File: src/rtl/csa_multicycle_adder.sv
// Multi-cycle wide adder: streams WIDTH-bit operands through one CHUNK-bit
// conditional-sum adder, one slice per cycle, LSB slice first.

module adder_block #(
    parameter int SIZE = 16
) (
    input  logic [SIZE-1:0] a,
    input  logic [SIZE-1:0] b,
    input  logic            cin,
    output logic [SIZE-1:0] sum,
    output logic            cout
);
    localparam int LEVELS = $clog2(SIZE);

    logic [SIZE-1:0] gen;
    logic [SIZE-1:0] prop;
    logic [SIZE-1:0] alive;

    generate
        for (genvar gi = 0; gi < SIZE; gi++) begin : g_bit
            assign gen[gi]   = a[gi] & b[gi];
            assign prop[gi]  = a[gi] ^ b[gi];
            assign alive[gi] = a[gi] | b[gi];
        end
    endgenerate

    // c0/c1 hold the carry out of each bit assuming carry-in 0/1 into its
    // current block; blocks double in size each level, upper halves select
    // between their two precomputed carries using the lower half's carry.
    always_comb begin : p_csum
        logic [SIZE-1:0] c0;
        logic [SIZE-1:0] c1;
        logic [SIZE-1:0] c0n;
        logic [SIZE-1:0] c1n;
        logic [SIZE-1:0] cy;
        int              lo;
        c0  = gen;
        c1  = alive;
        c0n = gen;
        c1n = alive;
        lo  = 0;
        for (int l = 0; l < LEVELS; l++) begin
            c0n = c0;
            c1n = c1;
            for (int i = 0; i < SIZE; i++) begin
                if ((i % (2 << l)) >= (1 << l)) begin
                    lo     = i - (i % (2 << l)) + (1 << l) - 1;
                    c0n[i] = c0[lo] ? c1[i] : c0[i];
                    c1n[i] = c1[lo] ? c1[i] : c0[i];
                end
            end
            c0 = c0n;
            c1 = c1n;
        end
        cy   = cin ? c1 : c0;
        sum  = prop ^ {cy[SIZE-2:0], cin};
        cout = cy[SIZE-1];
    end
endmodule

module csa_multicycle_adder #(
    parameter int WIDTH = 64,
    parameter int CHUNK = 16
) (
    input  logic             clk,
    input  logic             rst_n,
    input  logic             in_valid,
    output logic             in_ready,
    input  logic [WIDTH-1:0] a,
    input  logic [WIDTH-1:0] b,
    input  logic             cin,
    output logic             out_valid,
    input  logic             out_ready,
    output logic [WIDTH-1:0] sum,
    output logic             cout
);
    localparam int NCH = WIDTH / CHUNK;
    localparam int IW  = (NCH > 1) ? $clog2(NCH) : 1;
    localparam int NSL = 1 << IW;
    localparam logic [IW-1:0] LAST_IDX = IW'(NCH - 1);

    generate
        if ((WIDTH % CHUNK) != 0 || CHUNK < 2) begin : g_bad_params
            $error("csa_multicycle_adder: WIDTH must be a multiple of CHUNK and CHUNK >= 2");
        end
    endgenerate

    typedef enum logic [1:0] {
        IDLE = 2'd0,
        RUN  = 2'd1,
        DONE = 2'd2
    } state_t;

    state_t            state_reg;
    state_t            state_next;
    logic [WIDTH-1:0]  a_reg;
    logic [WIDTH-1:0]  b_reg;
    logic [WIDTH-1:0]  sum_reg;
    logic [WIDTH-1:0]  sum_next;
    logic              carry_reg;
    logic              cout_reg;
    logic [IW-1:0]     idx_reg;

    logic              accept;
    logic              running;
    logic              last_slice;

    logic [CHUNK-1:0]  a_slice;
    logic [CHUNK-1:0]  b_slice;
    logic [CHUNK-1:0]  slice_sum;
    logic              slice_cout;
    logic [CHUNK-1:0]  a_sl [NSL];
    logic [CHUNK-1:0]  b_sl [NSL];

    // Slice table padded to a power of two so idx_reg indexes it exactly.
    generate
        for (genvar gi = 0; gi < NSL; gi++) begin : g_slice
            if (gi < NCH) begin : g_real
                assign a_sl[gi] = a_reg[gi*CHUNK +: CHUNK];
                assign b_sl[gi] = b_reg[gi*CHUNK +: CHUNK];
                assign sum_next[gi*CHUNK +: CHUNK] =
                    (running && idx_reg == IW'(gi)) ? slice_sum : sum_reg[gi*CHUNK +: CHUNK];
            end else begin : g_pad
                assign a_sl[gi] = '0;
                assign b_sl[gi] = '0;
            end
        end
    endgenerate

    assign a_slice = a_sl[idx_reg];
    assign b_slice = b_sl[idx_reg];

    adder_block #(
        .SIZE (CHUNK)
    ) u_adder_block (
        .a    (a_slice),
        .b    (b_slice),
        .cin  (carry_reg),
        .sum  (slice_sum),
        .cout (slice_cout)
    );

    always_ff @(posedge clk) begin
        if (!rst_n) begin
            state_reg <= IDLE;
        end else begin
            state_reg <= state_next;
        end
    end

    always_comb begin
        state_next = state_reg;
        case (state_reg)
            IDLE:    if (in_valid) state_next = RUN;
            RUN:     if (idx_reg == LAST_IDX) state_next = DONE;
            DONE:    if (out_ready) state_next = IDLE;
            default: state_next = IDLE;
        endcase
    end

    // Handshake outputs are masked by rst_n so nothing is offered during reset.
    always_comb begin
        in_ready   = 1'b0;
        out_valid  = 1'b0;
        accept     = 1'b0;
        running    = 1'b0;
        last_slice = 1'b0;
        case (state_reg)
            IDLE: begin
                in_ready = rst_n;
                accept   = in_valid;
            end
            RUN: begin
                running    = 1'b1;
                last_slice = (idx_reg == LAST_IDX);
            end
            DONE:    out_valid = rst_n;
            default: ;
        endcase
    end

    always_ff @(posedge clk) begin
        if (!rst_n) begin
            a_reg     <= '0;
            b_reg     <= '0;
            sum_reg   <= '0;
            carry_reg <= 1'b0;
            cout_reg  <= 1'b0;
            idx_reg   <= '0;
        end else begin
            sum_reg <= sum_next;
            if (accept) begin
                a_reg     <= a;
                b_reg     <= b;
                carry_reg <= cin;
                idx_reg   <= '0;
            end
            if (running) begin
                carry_reg <= slice_cout;
                if (last_slice) begin
                    cout_reg <= slice_cout;
                end else begin
                    idx_reg <= idx_reg + 1'b1;
                end
            end
        end
    end

    assign sum  = sum_reg;
    assign cout = cout_reg;
endmodule

File: config.mk
export PLATFORM = sky130hd
export DESIGN_NAME = csa_multicycle_adder
export DESIGN_NICKNAME = d
export VERILOG_FILES = /design/src/rtl/csa_multicycle_adder.sv
export SDC_FILE = /design/constraint.sdc
export NUM_CORES = 1
export LEC_CHECK = 0
export BUFFER_PORTS_ARGS = -buffer_cell sky130_fd_sc_hd__buf_4
export CAP_MARGIN = 0
export CORE_MARGIN = 5
export CORE_UTILIZATION = 27
export CTS_CLUSTER_SIZE = 8
export DETAILED_ROUTE_END_ITERATION = 10
export PLACE_DENSITY_LB_ADDON = 0.25
export SYNTH_ARGS = -nofsm -noshare
export SYNTH_HDL_FRONTEND = slang
export SYNTH_SLANG_ARGS = --single-unit
File: constraint.sdc
create_clock -name clk -period 12.82 [get_ports clk]
set_input_delay 3.205 -clock clk [delete_from_list [all_inputs] [get_ports clk]]
set_output_delay 3.205 -clock clk [all_outputs]
set_load 0.03 [all_outputs]
; Word-level counts from Yosys, hierarchy flattened
; Cells that the tools add are included.
[totals]
ff_bits = 198
input_bits = 133
word_cells = 164
[classes]
mux = 85
n_lt_le_gt_ge = 1
eq_ne = 8
add_sub_neg = 1
bitwise_logic = 50
reduce_logical = 9
[op_table]
columns = op, n
row1 = 16-bit 2-to-1 mux, 5
row2 = 1-bit 2-to-1 mux, 71
row3 = 16-bit binary-select mux with 2-bit select, 2
row4 = 1-bit bitwise AND, 16
row5 = 1-bit OR, 16
row6 = 1-bit XOR, 16
row7 = 16-bit XOR, 1
row8 = 2-bit 2-to-1 mux, 6
row9 = 2-bit equality test (second input constant), 3
row10 = 2-bit != test (second input constant), 3
row11 = 2-bit case mux with 3 select lines, 1
row12 = 2-bit by 1-bit equality test with 1-bit output (second input constant), 2
row13 = 1-bit logical AND, 4
row14 = 2-bit zero test, 2
row15 = 3-bit greater-or-equal comparator (second input constant), 1
row16 = 2-bit inverter with 3-bit output, 1
row17 = 3-bit AND reduction, 1
row18 = 2-bit by 1-bit adder with 2-bit output (second input constant), 1
row19 = 2-bit AND reduction, 1
row20 = 2-bit nonzero test, 1

; Logic depth before layout (Yosys ltp)
; Gate-level depths: netlist of run 1.
[logic_depth]
ltp_word = 11
mapped_depth = 16

; Hierarchy
; Synthesis of run 1 repeated with hierarchy kept, for this count alone.
[unflattened]
cells_unflattened = 1086
hier_area_um2 = 9546.7
[modules_own_cells]
columns = module, instances, area_each_um2, cells_per_inst
row1 = csa_multicycle_adder, 1, 8275.4, 914
row2 = adder_block, 1, 1271.2, 172

; Worst setup path after synthesis of run 1
; Ideal clock, no wire load.
[synth_path]
kind = in2out
start = input rst_n
end = output in_ready
path_stages = 2
n_path_buf = 1
required_time_ns = 9.615
arrival_time_ns = 4.191
slack_ns = 5.424
path_cell_list = clkbuf_1 -> nor3b_1
[synth_via]
elab_chain_len = 1
[synth_lines]
columns = item, line
row1 = from (decl), 66  ; input logic rst_n,
row2 = 1-bit 2-to-1 mux, 168  ; case (state_reg)
row3 = to (decl), 68  ; output logic in_ready,
; No other way between the ends.

; Worst setup path after layout of run 1
; Same ends and word-level chain as after synthesis.

==> results of run 1 <==
-- where the power goes --
group	total, mW	internal [mW]	leakage, nW	switching (mW)
Combinational	0.246	0.104	3.24	0.142
Clock	0.555	0.300	0.276	0.255
Sequential	0.667	0.648	1.62	0.0188
-- cell families after synthesis --
kind of cell | count (synthesis) | share of synthesized area
simple gates | 412 | 0.1875
buf+inv | 108 | 0.04449
compound gates | 239 | 0.1974
fa+ha+maj | 36 | 0.04853
mux | 35 | 0.08088
xor+xnor | 15 | 0.01416
flops | 198 | 0.4271
-- cell usage after synthesis (11+ instances only) --
library cell / number
xnor2_1: 12
nor2_1: 11
ha_1: 36
nand2_1: 338
dfxtp_1: 198
o21ai_0: 14
a21oi_1: 18
o211a_1: 43
a21boi_0: 141
inv_1: 35
clkbuf_1: 67
mux4_2: 32
-- path summary, 6_finish.rpt --
check | endpoint | slack, ps | cells past startpoint
worst max register to register | carry_reg | 8040 | 13
worst max-delay path | in_ready | 5380 | 3
worst min register to register | a_reg[16] | 470 | 2
worst min-delay path | a_reg[16] | 470 | 2
-- through the flow --
stage | instances | cell area [um2] | util | hold WS [ps]
finish | 1662 | 11720 | 0.3427 | 465.6
global route | 1662 | 11720 | 0.3427 | 484.8
CTS | 1662 | 11720 | 0.3427 | 470.0
detailed placement | 1630 | 11120 | 0.3251 | 459.2
global placement | 1630 | 11120 | 0.3251 | 450.5
floorplan | 1043 | 9281 | - | 440.2
-- worst reg2reg max path, delay by kind of cell (launching register included) --
family          cells  cell delay [ps]
flops               1              690
simple gates        6             1450
fa+ha+maj           1              290
buf+inv             1              540
mux                 1              690
compound gates      4             1010
-- per-layer routing --
layer	global-route usage	up-vias
li1	-	3823
met1	0.1933	3513
met2	0.2345	130
met3	0.03502	18
met4	0.03569	0
met5	0	-
-- area by class of cell --
class / count / area, um2
tap: 455 / 569.3
inverter: 35 / 131.4
sequential: 198 / 3966
fill: 3618 / 22480
clock buffer: 19 / 452.9
multi-input combinational: 737 / 4915
clock inverter: 13 / 147.6
timing repair buffer: 205 / 1539
==> flow_summary.toml, run 1 <==
[outcome]
outcome = "complete, no violations"

[placement]
finalWeightedCongestion = 0.7505
i_o_buffers = 199
final_hpwl_from_detailed_placement_um = 19920
post-place-ws_ps = 5356

[clock_tree]
tritoncts = "built"
clkLatencyLatePin_ps = 450
number_of_cts_inserted_buffers = 17
ctsHoldBuffers = 0
cts_clk_pin_slew_worst_paths_ps = 70
cts_num_sinks = 198
cts.repair_timing.setup_buffer_count = 0
clk_root_buffer_cell = "clkbuf_16"
cts.path.max_buffers = 2
cts.repair.resized = 0
cts_htree_levels = 4

[layout]
antennaDiodeCount = 0
layout_commonest_cell = "nand2_1"
p_r_area_growth_vs_syn_pct = 26.29
drive_above_1_share = 0.2345
mostFrequentLayoutCells = "337 x nand2_1, 205 x buf_4, 196 x dfxtp_1, 141 x a21boi_0, 43 x o211a_1"
fin_nets = 1363

[die]
core-area_mm2 = 0.03420
io-pin-count = 200
placementRows = 68
floorplan.die_area_mm2 = 0.03818
die-height_um = 195.4
die_x_extent_um = 195.4
initial_core_util = 0.2714

[setup_path]
startpoint = "rst_n"
required_ps = 9610
timing.critical_path.to_type = "primary output"
cp_slowest_stage_delay_ps = 550
cp_top_family = "buffers and inverters"
timing.critical_path.fanout_max = 75
r2r-start = "idx_reg[0]"
critical-path-slowest-cell = "buf_4"
setup.worst_path.start_class = "primary input"
worst-setup-path-type = "in -> out"
critical_path_arrival_ps = 4240
path_buf_inv = 2
cp_common_cell = "buf_4"
crit_chain = "buf_4 -> nor3b_1 -> buf_4"

[pwr]
post-layout-total-power_mw = 1.467
power_leakage_nw = 5.135
power_density_mw_per_mm2 = 125.2
vdd_drop_max_mv = 0.09638

[logic_synthesis]
number_of_enable_flip_flop_cells_after_synthesis = 0
total_standard_cell_area_after_synthesis_mm2 = 0.009281
synth.ff_latch_count = 198
synthesis.area_per_instance_um2 = 8.899
synth_top_cell_area_share = 0.4271
seq_area_frac_synth = 0.4271
netlist.top_cell.by_area = "dfxtp_1"
synth_warnings = 0
synth_async_sr_flop_share = 0
syn-num-nets = 1212
synth_cell_types = 52
synthFlopType = "dfxtp_1"
synthesis.instances = 1043
synth_area_leaders = "dfxtp_1 43%, nand2_1 14%, a21boi_0 11%"

[global_routing]
initial_antenna_violation_count = 0
grt_max_degree = 129
grt_first_pass_wirelength_um = 43380
via_count_of_the_first_global_routing_pass = 7580
groute.usage.overall = 0.1441
grt-ovfl-total = 0

[routing]
route.detailed.wl_per_inst_um = 16.59
detailroute.via_count = 7484
routedLengthMet1_um = 12960
via_cell_ratio = 4.503
met3RoutedLength_um = 1307
firstDrtPassIters = 4
topRoutingLayerUsed = "met4"
met2WireLength_um = 12970
drc_errors = 0
detailedRoute.firstIterationViolations = 426
ant_nets = 0
postRouteWirelength_um = 27570

[flow_run]
maxCapViolCount = 0

[timing]
fin_crit_sh = 0.5805
report.final.slew_viol_count = 0
worst-slew-pin-transition_ps = 1103
final.setup.tns_ps = 0
setup_ws_ps = 5378
setup_viol_count_final = 0
timing.max_slew.rel_slack = 0.2649
finalHoldViolations = 0
worst_clock_skew_ps = 14.41
period_minus_slack_ps = 7442
grt_setup_unrepaired = "no"
fmax_mhz = 134.4

[hold_path]
worst_hold_startpoint = "a_reg[16]"
min-delay-path-class = "reg -> reg"
No activity file was read; power rests on OpenSTA's default activity.
==> run 2, diff against run 1 <==
==> constraint.sdc (replaced) <==
create_clock -name clk -period 7.4 [get_ports clk]
set_input_delay 1.85 -clock clk [delete_from_list [all_inputs] [get_ports clk]]
set_output_delay 1.85 -clock clk [all_outputs]
set_load 0.03 [all_outputs]
==> run 2 against run 1 <==
Sequential cell count is the same. Register-to-register slack lost 5200 ps. Global-route usage is 0.32 points lower. Setup slack worse by 2800 ps. Hold slack better by 1.5 ps. Clock power rose by 79%. Non-clock buffer count stayed put. Count of clock-buffer cells in the layout decreased by 2. Clock skew up 8.3 ps. Highest routed layer unchanged.
==> flow_summary.toml, run 2 (synthesis gave the netlist of run 1 again) <==
[outcome]
outcome = "complete, no violations"

[setup_path]
timing.critical_path.to_type = "primary output"
path_buf_inv = 2
critical_path_arrival_ps = 2940
reg2reg_to = "carry_reg"
critical-path-slowest-cell = "buf_4"
worst-setup-path-type = "in -> out"
cp_slowest_stage_delay_ps = 620
timing.critical_path.fanout_max = 86
required_ps = 5550
setup.worst_path.start_class = "primary input"
cp_common_cell = "buf_4"
r2r-start = "idx_reg[0]"
cp_top_family = "buffers and inverters"
cell_count_of_the_worst_reg_to_reg_path = 13
crit_chain = "buf_4 -> nor3b_1 -> buf_4"
ff2ff_setup_slack_ps = 2810

[timing]
fin_crit_sh = 0.6472
finalHoldViolations = 0
worst-slew-pin-transition_ps = 1089
worst_clock_skew_ps = 22.70
period_minus_slack_ps = 4789
setup_viol_count_final = 0
fmax_mhz = 208.8
final.setup.tns_ps = 0
timing.max_slew.rel_slack = 0.2739
grt_setup_unrepaired = "no"
report.final.slew_viol_count = 0
setup_ws_ps = 2611

[routing]
detailroute.via_count = 7523
firstDrtPassIters = 5
drc_errors = 0
postRouteWirelength_um = 27470
route.detailed.wl_per_inst_um = 16.52
ant_nets = 0
via_cell_ratio = 4.524
detailedRoute.firstIterationViolations = 388

[die]
die-height_um = 195.4
io-pin-count = 200
core-area_mm2 = 0.03420
initial_core_util = 0.2714
die_x_extent_um = 195.4
placementRows = 68
floorplan.die_area_mm2 = 0.03818

[layout]
fin_nets = 1363
mostFrequentLayoutCells = "337 x nand2_1, 205 x buf_4, 196 x dfxtp_1, 141 x a21boi_0, 43 x o211a_1"
drive_above_1_share = 0.2345
layout_commonest_cell = "nand2_1"
p_r_area_growth_vs_syn_pct = 26.76

[hold_path]
worst_hold_startpoint = "b_reg[49]"
worst_hold_path.endpoint = "b_reg[49]"
min-delay-path-class = "reg -> reg"
cell_depth_of_the_worst_min_delay_path = 2

[pwr]
pwr-share-clk = 0.385
switching_share = 0.3002
net_switching_power_of_the_design_uw = 772.5
internal_power_of_the_cells_mw = 1.801
power_frac_comb = 0.167
sequentialPowerShare = 0.448
vdd_drop_max_mv = 0.1614
power_density_mw_per_mm2 = 218.7
power_leakage_nw = 5.166

[clock_tree]
tritoncts = "built"
ctsHoldBuffers = 0
cts.repair.resized = 0
cts.path.max_buffers = 2
cts_num_sinks = 198
cts_clk_pin_slew_worst_paths_ps = 80
cts.repair_timing.setup_buffer_count = 0
clk_root_buffer_cell = "clkbuf_16"
number_of_cts_inserted_buffers = 17
cts_htree_levels = 4
clkLatencyLatePin_ps = 450

[global_routing]
grt_max_degree = 118
grt-ovfl-total = 0
initial_antenna_violation_count = 1
groute.usage.overall = 0.1409
via_count_of_the_first_global_routing_pass = 7358
grt_first_pass_wirelength_um = 42220

[placement]
i_o_buffers = 199
post-place-ws_ps = 2601
final_hpwl_from_detailed_placement_um = 20100
finalWeightedCongestion = 0.7802

[flow_run]
maxCapViolCount = 0
## run 2: worst min-delay path, cell delays in order, from the launching register on
cell	delay (ps)
dfxtp_1	310
nand2_1	40
a21boi_0	60
## run 2: worst max-delay path by stage
stage                          start        end  slack, ps  cells past startpoint
after global placement         rst_n   in_ready       2580                      3
final                          rst_n   in_ready       2610                      3
after CTS                      rst_n   in_ready       2590                      3
after global routing      idx_reg[0]  carry_reg       2520                     13
after floorplan                rst_n   in_ready       2710                      2
after detailed placement       rst_n   in_ready       2600                      3
## run 2: power groups by stage
stage | clock [mW] | sequential [mW] | combinational, mW
after global placement | 0 | 1.18 | 0.433
after CTS | 1.02 | 1.15 | 0.439
final | 0.991 | 1.15 | 0.429
after detailed placement | 0 | 1.18 | 0.438
after floorplan | 0 | 1.19 | 0.246
after global routing | 1.06 | 1.16 | 0.476
## run 2: cell type report
cell class	instances	area, um2
multi-input cells	737	4915
flip-flops and latches	198	3966
well taps	455	569.3
repair buffers	205	1539
fillers	3615	22440
inverters	35	131.4
clock inverters	15	216.5
diodes	1	2.502
clock buffers	17	425.4
## run 2: per-stage QoR
stage	util	power (mW)	area (um2)	instances	hold WS (ps)
floorplan	-	1.438	9281	1043	440.2
global placement	0.3251	1.612	11120	1630	450.2
detailed placement	0.3251	1.618	11120	1630	459.3
CTS	0.3439	2.614	11760	1662	469.9
global route	0.3440	2.700	11770	1663	485.8
finish	0.3440	2.573	11770	1663	467.1
## run 2: metal layers
| metal | track usage | vias up | wire, um |
|---|---|---|---|
| li1 | - | 3827 | - |
| met1 | 0.1972 | 3523 | 13080 |
| met2 | 0.2268 | 160 | 12940 |
| met3 | 0.02657 | 13 | 1154 |
| met4 | 0.03129 | 0 | 286 |
| met5 | 0 | - | 0 |
==> run 3, diff against run 2 <==
==> constraint.sdc (replaced) <==
create_clock -name clk -period 4.3 [get_ports clk]
set_input_delay 1.075 -clock clk [delete_from_list [all_inputs] [get_ports clk]]
set_output_delay 1.075 -clock clk [all_outputs]
set_load 0.03 [all_outputs]
==> run 3 against run 2 <==
First-iteration DRC count fell by 0.77%. Sequential cell count is the same. Via count grew 1.3%. Total power is 72% higher. Non-clock buffer count grew 13. Global-route usage rose by 0.35 points. Setup slack lost 2200 ps. Die area is the same. Critical path depth increased by 10. Sequential share of layout area shrank 0.27 points. Register-to-register slack lost 2400 ps. Hold slack worse by 2.6 ps. Critical path type is now reg -> reg. Largest cell class unchanged.
==> flow_summary.toml, run 3 (synthesis gave the netlist of run 1 again) <==
[layout]
multi_input_area_mm2 = 0.004915
seq_area_mm2 = 0.003966
final-instance-count-excl-fill = 1675
num-fill-cells = 3612
fin_nets = 1376
mostFrequentLayoutCells = "337 x nand2_1, 217 x buf_4, 196 x dfxtp_1, 141 x a21boi_0, 43 x o211a_1"
antennaDiodeCount = 0
p_r_area_growth_vs_syn_pct = 27.78
layout_commonest_cell = "nand2_1"
drive_above_1_share = 0.2426

[global_routing]
groute.usage.overall = 0.1444
grt-ovfl-total = 0
grt_first_pass_wirelength_um = 43330
initial_antenna_violation_count = 0
grt_max_degree = 129
via_count_of_the_first_global_routing_pass = 7390

[clock_tree]
clk_root_buffer_cell = "clkbuf_16"
ctsHoldBuffers = 0
cts.repair_timing.setup_buffer_count = 0
cts_clk_pin_slew_worst_paths_ps = 80
cts.path.max_buffers = 2
tritoncts = "built"
clkLatencyLatePin_ps = 450
cts_htree_levels = 4
cts_num_sinks = 198
cts.repair.resized = 0
number_of_cts_inserted_buffers = 17

[die]
floorplan.die_area_mm2 = 0.03818
die-height_um = 195.4
core-area_mm2 = 0.03420
placementRows = 68
initial_core_util = 0.2714
io-pin-count = 200
die_x_extent_um = 195.4

[pwr]
power_leakage_nw = 5.236
power_density_mw_per_mm2 = 372.9
vdd_drop_max_mv = 0.2702

[timing]
final.setup.tns_ps = 0
worst-slew-pin-transition_ps = 1102
finalHoldViolations = 0
fmax_mhz = 254.6
setup_viol_count_final = 0
grt_setup_unrepaired = "no"
timing.max_slew.rel_slack = 0.2654
worst_clock_skew_ps = 14.26
period_minus_slack_ps = 3928
report.final.slew_viol_count = 0
fin_crit_sh = 0.9135

[routing]
detailedRoute.firstIterationViolations = 385
ant_nets = 0
via_cell_ratio = 4.550
route.detailed.wl_per_inst_um = 16.70
drc_errors = 0
detailroute.via_count = 7621
postRouteWirelength_um = 27980
firstDrtPassIters = 5

[setup_path]
timing.critical_path.fanout_max = 15
timing.critical_path.to_type = "flop"
startpoint = "idx_reg[0]"
critical_path_arrival_ps = 4260
required_ps = 4630
r2r-start = "idx_reg[0]"
setup.worst_path.start_class = "flop"
worst-setup-path-type = "reg -> reg"

[hold_path]
min-delay-path-class = "reg -> reg"
worst_hold_startpoint = "a_reg[57]"

[placement]
finalWeightedCongestion = 0.7861
final_hpwl_from_detailed_placement_um = 20920
i_o_buffers = 199
placed_cells = 1643

[outcome]
outcome = "complete, no violations"

[flow_run]
maxCapViolCount = 0
==> run 3: critical path, cell delays in order (launching register included) <==
cell and delay (ps):
dfxtp_2 370, buf_4 280, mux4_2 560, ha_1 270
or3_1 390, a211o_1 310, nand2_2 90, o22ai_1 160
nand2_4 150, or3b_2 120, nand3_1 90, or3b_1 490
and2_4 230, a221o_1 310
==> run 3: area by class of cell <==
class	instances	area share
multi-input combinational	737	0.4144
sequential	198	0.3344
timing repair buffer	218	0.1390
tap	455	0.04800
clock buffer	17	0.03587
clock inverter	15	0.01720
inverter	35	0.01108
==> run 3: layer usage <==
layer,vias to the layer above,global-route usage,wire (um)
met5,-,0,0
met4,0,0.03517,295
met3,16,0.02622,1133
met2,160,0.2315,13080
met1,3581,0.2022,13470
li1,3864,-,-
==> run 3: path summary, 6_finish.rpt <==
kind / slack [ps] / cells past startpoint / endpoint
worst max-delay path: 370 / 13 / carry_reg
worst min-delay path: 460 / 2 / a_reg[57]
worst max register to register: 370 / 13 / carry_reg
worst min register to register: 460 / 2 / a_reg[57]
==> run 3: where the power goes <==
part           switching (mW)  internal (mW)  total [mW]
Sequential             0.0578           1.93        1.99
Combinational           0.434          0.328       0.762
Clock                   0.821          0.851        1.67
Total                    1.31           3.11        4.42
==> run 3: metrics by stage <==
stage               setup slack [ps]  total power, mW  area, um2  hold WS [ps]  utilization
finish                         372.0            4.422      11860         464.5       0.3468
global route                   100.2            4.635      11860         483.7       0.3468
CTS                            366.4            4.487      11860         468.2       0.3468
detailed placement             386.9            2.805      11230         457.6       0.3284
global placement               437.8            2.798      11230         450.9       0.3284
floorplan                      27.97            2.476       9284         440.2            -
